File: config.mk
export PLATFORM = sky130hd
export DESIGN_NAME = bcd_to_bin_periph_flat
export DESIGN_NICKNAME = d
export VERILOG_FILES = /design/src/rtl/bcd_to_bin_periph_if.sv /design/src/rtl/bcd_to_bin_periph.sv /design/src/flat_wrapper.sv
export SDC_FILE = /design/constraint.sdc
export NUM_CORES = 1
export LEC_CHECK = 0
export CORE_ASPECT_RATIO = 0.9
export CORE_UTILIZATION = 31
export CTS_CLUSTER_SIZE = 12
export DETAILED_ROUTE_END_ITERATION = 10
export GPL_TIMING_DRIVEN = 1
export PLACE_DENSITY_LB_ADDON = 0.05
export SYNTH_ARGS = -nofsm -noshare
export SYNTH_HDL_FRONTEND = slang
export SYNTH_SLANG_ARGS = --single-unit
File: constraint.sdc
create_clock -name clk_i -period 10.07 [get_ports clk_i]
set_input_delay 2.014 -clock clk_i [delete_from_list [all_inputs] [get_ports clk_i]]
set_output_delay 2.014 -clock clk_i [all_outputs]
set_load 0.005 [all_outputs]
File: src/rtl/bcd_to_bin_periph_if.sv
// ---------------------------------------------------------------------------
// bcd_to_bin_periph_if
// Bus bundle for the BCD-to-binary peripheral.
//   we_bcd_i  : write strobe from the core
//   data_i    : packed 8-digit BCD word (digit 0 in bits [3:0])
//   salida_o  : registered binary result returned to the core
// Modports:
//   master : the processor side (drives strobe/data, reads result)
//   slave  : the peripheral side
// ---------------------------------------------------------------------------
interface bcd_to_bin_periph_if;
  logic        we_bcd_i;
  logic [31:0] data_i;
  logic [31:0] salida_o;

  modport master (
    output we_bcd_i,
    output data_i,
    input  salida_o
  );

  modport slave (
    input  we_bcd_i,
    input  data_i,
    output salida_o
  );
endinterface

File: src/rtl/bcd_to_bin_periph.sv
// ---------------------------------------------------------------------------
// bcd_to_bin_periph
// Memory-mapped peripheral that captures a packed 8-digit BCD word and
// presents its unsigned binary value on a registered 32-bit output.
//
// Ports:
//   clk_i  : system clock, rising edge
//   rst_i  : synchronous, active-high reset
//   bus    : bcd_to_bin_periph_if.slave (we_bcd_i, data_i, salida_o)
//
// Timing: a write sampled at edge N loads bcd_q at N; salida_o shows the
// converted value after edge N+1.
//
// Build option:
//   BCD_REV_SAT_EN  defined     -> nibbles above 9 are clamped to 9
//                   not defined -> raw nibble value (0..15) is weighted
// ---------------------------------------------------------------------------
module bcd_to_bin_periph (
  input  logic                       clk_i,
  input  logic                       rst_i,
  bcd_to_bin_periph_if.slave         bus
);

  logic [31:0] bcd_q,    bcd_d;
  logic [31:0] salida_q, salida_d;
  logic [31:0] value;

  // Horner evaluation, most significant digit first: acc = acc*10 + d,
  // with *10 done as (acc<<3)+(acc<<1). Unrolled into pure combinational
  // shift-add; worst case (all 0xF) is 166,666,665, so 32 bits never wrap.
  always_comb begin
    logic [31:0] acc;
    logic [3:0]  nib;
    logic [3:0]  digit;
    acc   = 32'd0;
    nib   = 4'd0;
    digit = 4'd0;
    for (int k = 7; k >= 0; k--) begin
      nib = bcd_q[4*k +: 4];
`ifdef BCD_REV_SAT_EN
      digit = (nib > 4'd9) ? 4'd9 : nib;
`else
      digit = nib;
`endif
      acc = (acc << 3) + (acc << 1) + {28'd0, digit};
    end
    value = acc;
  end

  always_comb begin
    bcd_d    = bus.we_bcd_i ? bus.data_i : bcd_q;
    salida_d = value;
  end

  always_ff @(posedge clk_i) begin
    if (rst_i) begin
      bcd_q    <= 32'd0;
      salida_q <= 32'd0;
    end else begin
      bcd_q    <= bcd_d;
      salida_q <= salida_d;
    end
  end

  assign bus.salida_o = salida_q;

endmodule

File: src/flat_wrapper.sv
// flat-port wrapper written by rule: the top's interface ports become plain ports
module bcd_to_bin_periph_flat 
  (clk_i, rst_i, bus_we_bcd_i, bus_data_i, bus_salida_o);
  bcd_to_bin_periph_if bus_i ();
  input  logic clk_i;
  input  logic rst_i;
  input wire logic [$bits(bus_i.we_bcd_i)-1:0] bus_we_bcd_i;
  input wire logic [$bits(bus_i.data_i)-1:0] bus_data_i;
  output wire logic [$bits(bus_i.salida_o)-1:0] bus_salida_o;
  assign bus_i.we_bcd_i = bus_we_bcd_i;
  assign bus_i.data_i = bus_data_i;
  assign bus_salida_o = bus_i.salida_o;
  bcd_to_bin_periph u_core (.clk_i(clk_i), .rst_i(rst_i), .bus(bus_i));
endmodule
==> results of run 1 <==
==> routing by layer <==
layer / share of wire / wire [um]
met4: 0.010 / 214
met2: 0.43 / 8860
met1: 0.54 / 11100
met3: 0.022 / 457
met5: 0 / 0
==> layout make-up <==
class	instances	area share
flip-flops and latches	64	0.0989
inverters	66	0.0190
well taps	354	0.0340
clock buffers	10	0.0184
repair buffers	338	0.208
clock inverters	5	0.00625
multi-input cells	866	0.615
==> through the flow <==
step	hold WS, ns	utilization	instance area, um^2	instances	setup TNS (ns)
floorplan	0.437	-	8770	1007	-0.235
global placement	0.448	0.429	11600	1653	-5.86
detailed placement	0.456	0.429	11600	1653	-6.57
finish	0.466	0.482	13000	1703	-2.90
global route	0.488	0.482	13000	1703	-8.10
CTS	0.469	0.468	12700	1694	-2.08
==> cells in the mapped netlist, types with 3 or more instances <==
| master | n | area (um^2) |
|---|---|---|
| xor2_1 | 26 | 228 |
| o41ai_1 | 7 | 61.3 |
| fa_1 | 14 | 280 |
| or2_2 | 3 | 18.8 |
| a2111oi_0 | 3 | 26.3 |
| nand3_1 | 21 | 105 |
| and3_1 | 10 | 62.6 |
| o211ai_1 | 3 | 22.5 |
| clkbuf_1 | 7 | 26.3 |
| mux2i_1 | 32 | 320 |
| nor2b_1 | 19 | 119 |
| inv_1 | 66 | 248 |
| buf_1 | 4 | 15.0 |
| nor2_1 | 128 | 480 |
| ha_1 | 221 | 2770 |
| o21ai_0 | 41 | 205 |
| a31oi_1 | 5 | 31.3 |
| a21boi_0 | 6 | 45.0 |
| xnor2_1 | 70 | 613 |
| a21o_1 | 43 | 323 |
| nor3_1 | 23 | 115 |
| a211oi_1 | 12 | 90.1 |
| a21oi_1 | 68 | 340 |
| o21a_1 | 18 | 135 |
| nand2_1 | 33 | 124 |
| dfxtp_1 | 64 | 1280 |
| o21bai_1 | 13 | 97.6 |
| a211o_1 | 3 | 26.3 |
| or3_1 | 4 | 25.0 |
| nand2b_1 | 8 | 50.1 |
==> registers in the layout, indices dropped and copies added, names as in the netlist <==
register / flops
u_core.bcd_q: 32
u_core.bus.salida_o: 32
==> how the worst min path moves through the flow <==
stage          slack [ns]            start  cells after the start                endpoint
2_1_floorplan        0.44  u_core.bcd_q[0]                      1  u_core.bus.salida_o[0]
3_3_place_gp         0.45  u_core.bcd_q[0]                      1  u_core.bus.salida_o[0]
3_5_place_dp         0.46  u_core.bcd_q[0]                      1  u_core.bus.salida_o[0]
4_1_cts              0.47  u_core.bcd_q[0]                      1  u_core.bus.salida_o[0]
5_1_grt              0.49  u_core.bcd_q[0]                      1  u_core.bus.salida_o[0]
6_report             0.47  u_core.bcd_q[0]                      1  u_core.bus.salida_o[0]
==> cell families after synthesis <==
kind of cell               count (synthesis)  share of synthesized area
AOI/OAI and AO/OA                        241                      0.187
xor gates and xnor gates                  96                     0.0985
adders and majority gates                235                      0.357
buffers and inverters                     77                     0.0339
DFF                                       64                      0.150
muxes                                     32                     0.0375
other                                      1                   0.000439
and+or+nand+nor                          257                      0.136
==> what timing repair did <==
action                     CTS  global route
setup endpoints to repair   13            15
buffers inserted            27             9
hold buffers                 0             0
gates resized for setup    103            56
pin swaps                   70            50
==> cell usage in the layout, fill, tap and decap left out, types with 23 or more instances in the layout <==
master             n
buf_4            267
nor2_1           117
a21o_1            43
ha_4              23
dfxtp_1           61
nand2_1           29
a21oi_1           44
ha_1             195
inv_1             64
mux2i_1           32
o21ai_0           28
clkdlybuf4s50_1   64
xnor2_1           47
==> critical path: cells and delay by family, from the launching register on <==
| family | cells | cell delay [ns] |
|---|---|---|
| xor gates and xnor gates | 7 | 0.88 |
| and+or+nand+nor | 19 | 2.85 |
| DFF | 1 | 0.33 |
| adders and majority gates | 13 | 3.84 |
| buffers and inverters | 2 | 0.21 |
| AOI/OAI and AO/OA | 13 | 2.43 |
==> impl_metrics.json, run 1 <==
{
  "htree_levels": 3,
  "gr-max-usage-layer": "met1",
  "period_share": 1.06,
  "fp.coreArea_um2": 27000,
  "worstMarginPinSlew_ns": 0.973,
  "final-seq-area_um2": 1290,
  "slowest_stage": "fa_1",
  "avgSynthCellArea_um2": 8.51,
  "drt_wl_total_mm": 20.6,
  "fmax_mhz": 94.1,
  "cts_buffers": 9,
  "grt_usage": 0.149,
  "clockBufferDepth": 2,
  "fill_cells": 2725,
  "drive_gt1_frac": 0.328,
  "wl_per_cell_um": 12.1,
  "grt_use_met2": 0.221,
  "die-area_um2": 28200,
  "first_pass_iters": 4,
  "slew_viol_final": 0,
  "antenna-diode-count": 0,
  "grt_first_pass_wirelength_mm": 35.2,
  "antenna_found_initial": 0,
  "syn_inst": 1003,
  "synth_edf_count": 0,
  "routed_via_density": 4.67,
  "synth_area_um2": 8530,
  "hold_viol_final": 0,
  "synth-main-ff-cell": "dfxtp_1",
  "numClockSinks": 64,
  "areaGrowthSynthToFinish_pct": 52.6,
  "r2r_slack_ns": -0.56,
  "period_needed_ns": 10.63,
  "cts_root_buffer": "clkbuf_16",
  "cp-start-kind": "flip-flop",
  "drt_iter0_drc": 205,
  "timing.rr.start": "u_core.bcd_q[30]",
  "rsz0062_at_grt": "yes",
  "ys_seq_area_frac": 0.150,
  "cp_max_fo": 5,
  "cp.arrival_ns": 10.89,
  "die_w_um": 177,
  "cts_tree": "done",
  "fin_nets": 1615,
  "dp_slack_ns": -1.02,
  "insertion_delay_ns": 0.34,
  "start_util": 0.316,
  "grt_util_met1": 0.222,
  "grt_overflow": 0,
  "finalWorstSetupSlack_ns": -0.561,
  "yosysWarnings": 0,
  "maxCapViolations": 0,
  "drc": 0,
  "fin_skew_ns": 0.00694,
  "worstSetupEndpoint": "u_core.bus.salida_o[31]",
  "ys_ff_latch": 64,
  "critical_path_required_ns": 10.33,
  "slew_headroom": 0.351,
  "status": "finished, violations left",
  "multi_input_area_um2": 8010,
  "cp_slowest_stage_delay_ns": 0.59,
  "ios": 67,
  "critPathKind": "flip-flop to flip-flop",
  "vias": 7949,
  "violations": "negative setup slack",
  "r2r_end": "u_core.bus.salida_o[31]",
  "endpoint_kind": "flip-flop",
  "die_h_um": 159,
  "grt_max_degree": 66,
  "clkTransAtPathRegs_ns": 0.06,
  "setup_viol": 7,
  "grt.met3_usage": 0.0215,
  "async_flop_share": 0,
  "ant_nets": 0,
  "gp_congestion": 0.793,
  "synth_cell_type_count": 54,
  "dp_hpwl_mm": 16.3,
  "hold_class": "flip-flop to flip-flop",
  "grt_pass1_vias": 7590,
  "port_buffers": 66,
  "crit_top_cell": "ha_1",
  "startpoint": "u_core.bcd_q[30]",
  "rows": 57,
  "reg2reg_depth": 54
}
Power of run 1 is left out: the tool's default activity adds up to more than one toggle a clock period on the data nets, which glitch-free logic cannot reach.
==> inputs of run 2 (changes only) <==
--- a/config.mk
+++ b/config.mk
@@ -6,7 +6,7 @@
 export NUM_CORES = 1
 export LEC_CHECK = 0
 export CORE_ASPECT_RATIO = 0.9
-export CORE_UTILIZATION = 31
+export CORE_UTILIZATION = 26
 export CTS_CLUSTER_SIZE = 12
 export DETAILED_ROUTE_END_ITERATION = 10
 export GPL_TIMING_DRIVEN = 1
==> impl_metrics.json, run 2 (synthesized netlist as in run 1, its figures left out) <==
{
  "fin_skew_ns": 0.00643,
  "clkTransAtPathRegs_ns": 0.06,
  "grt_first_pass_wirelength_mm": 36.5,
  "cts_root_buffer": "clkbuf_16",
  "die-area_um2": 33600,
  "areaGrowthSynthToFinish_pct": 59.1,
  "antenna_found_initial": 0,
  "fp.coreArea_um2": 32100,
  "gr-max-usage-layer": "met2",
  "htree_levels": 3,
  "endpoint_kind": "flip-flop",
  "insertion_delay_ns": 0.36,
  "setup_viol": 7,
  "slew_viol_final": 0,
  "clockBufferDepth": 2,
  "port_buffers": 66,
  "worstMarginPinSlew_ns": 1.00,
  "critPathKind": "flip-flop to flip-flop",
  "maxCapViolations": 0,
  "fin_nets": 1623,
  "die_h_um": 174,
  "cp.arrival_ns": 10.73,
  "critical_path_required_ns": 10.32,
  "dp_hpwl_mm": 17.4,
  "cts_hold_buf": 0,
  "grt.met3_usage": 0.0285,
  "violations": "negative setup slack",
  "die_w_um": 193,
  "drive_gt1_frac": 0.365,
  "grt_usage": 0.133,
  "cp_slowest_stage_delay_ns": 0.63,
  "cts_buffers": 9,
  "grt_util_met1": 0.195,
  "ios": 67,
  "slew_headroom": 0.333,
  "finalWorstSetupSlack_ns": -0.416,
  "rows": 62,
  "grt_pass1_vias": 7846,
  "path_buf_inv": 3,
  "first_pass_iters": 4,
  "rsz0062_at_grt": "yes",
  "numClockSinks": 64,
  "grt_max_degree": 66,
  "grt_overflow": 0,
  "status": "finished, violations left",
  "final_core_util": 0.423,
  "slowest_stage": "fa_2",
  "layout.cells.most_common": "buf_4",
  "cp_top_family": "adder cells",
  "fmax_mhz": 95.4,
  "crit_top_cell": "ha_1",
  "hold_class": "flip-flop to flip-flop",
  "cp_max_fo": 5,
  "routed_via_density": 4.52,
  "period_share": 1.04,
  "drt_iter0_drc": 209,
  "final_cell_mix": "buf_4 (273), ha_1 (179), nor2_1 (115)",
  "start_util": 0.266,
  "grt_use_met2": 0.195,
  "ant_nets": 0,
  "gp_congestion": 0.762,
  "vias": 8012,
  "cp-start-kind": "flip-flop",
  "cts_tree": "done",
  "drt_wl_total_mm": 22.0,
  "wl_per_cell_um": 12.4,
  "hold_viol_final": 0,
  "antenna-diode-count": 0,
  "drc": 0,
  "period_needed_ns": 10.49
}
-- run 2: final timing paths --
kind                    startpoint                       to  slack, ns  depth (start not counted)
setup / recovery  u_core.bcd_q[27]  u_core.bus.salida_o[30]      -0.42                         46
hold / removal     u_core.bcd_q[0]   u_core.bus.salida_o[0]       0.47                          1
setup reg to reg  u_core.bcd_q[27]  u_core.bus.salida_o[30]      -0.42                         46
hold reg to reg    u_core.bcd_q[0]   u_core.bus.salida_o[0]       0.47                          1
-- run 2: worst register-to-register path, delay by kind of cell (launching register included) --
| family | cells | cell delay (ns) |
|---|---|---|
| buf+inv | 3 | 0.42 |
| flops | 1 | 0.33 |
| compound gates | 13 | 2.34 |
| simple gates | 13 | 2.57 |
| xor+xnor | 4 | 0.60 |
| fa+ha+maj | 13 | 4.11 |
-- run 2: repair_timing --
action,CTS,global route
gates resized for setup,70,146
endpoints found under the setup margin,13,15
pin swaps,82,95
buffers inserted,17,16
hold endpoints to repair,0,0
-- run 2: cell type report --
| type | count | area, um^2 |
|---|---|---|
| clock buffer | 9 | 225 |
| sequential | 64 | 1280 |
| inverter | 66 | 248 |
| fill | 3325 | 18500 |
| multi-input combinational | 866 | 8420 |
| timing repair buffer | 346 | 2780 |
| clock inverter | 7 | 103 |
| tap | 416 | 520 |
-- run 2: metrics by stage --
| step | area [um^2] | setup TNS (ns) | instances | hold slack, ns | setup WS, ns |
|---|---|---|---|---|---|
| detailed placement | 11800 | -6.29 | 1727 | 0.457 | -0.935 |
| CTS | 12600 | -3.18 | 1760 | 0.477 | -0.595 |
| finish | 13600 | -1.96 | 1774 | 0.473 | -0.416 |
| global route | 13600 | -6.84 | 1774 | 0.503 | -0.990 |
| global placement | 11800 | -5.80 | 1727 | 0.454 | -0.877 |
| floorplan | 8770 | -0.235 | 1007 | 0.437 | -0.164 |
-- run 2: metal layers --
metal  routed length, um  share of wire
met1               11700           0.53
met2                9690           0.44
met3                 432          0.020
met4                 180         0.0082
met5                   0              0
Power of run 2 is left out for the same reason.
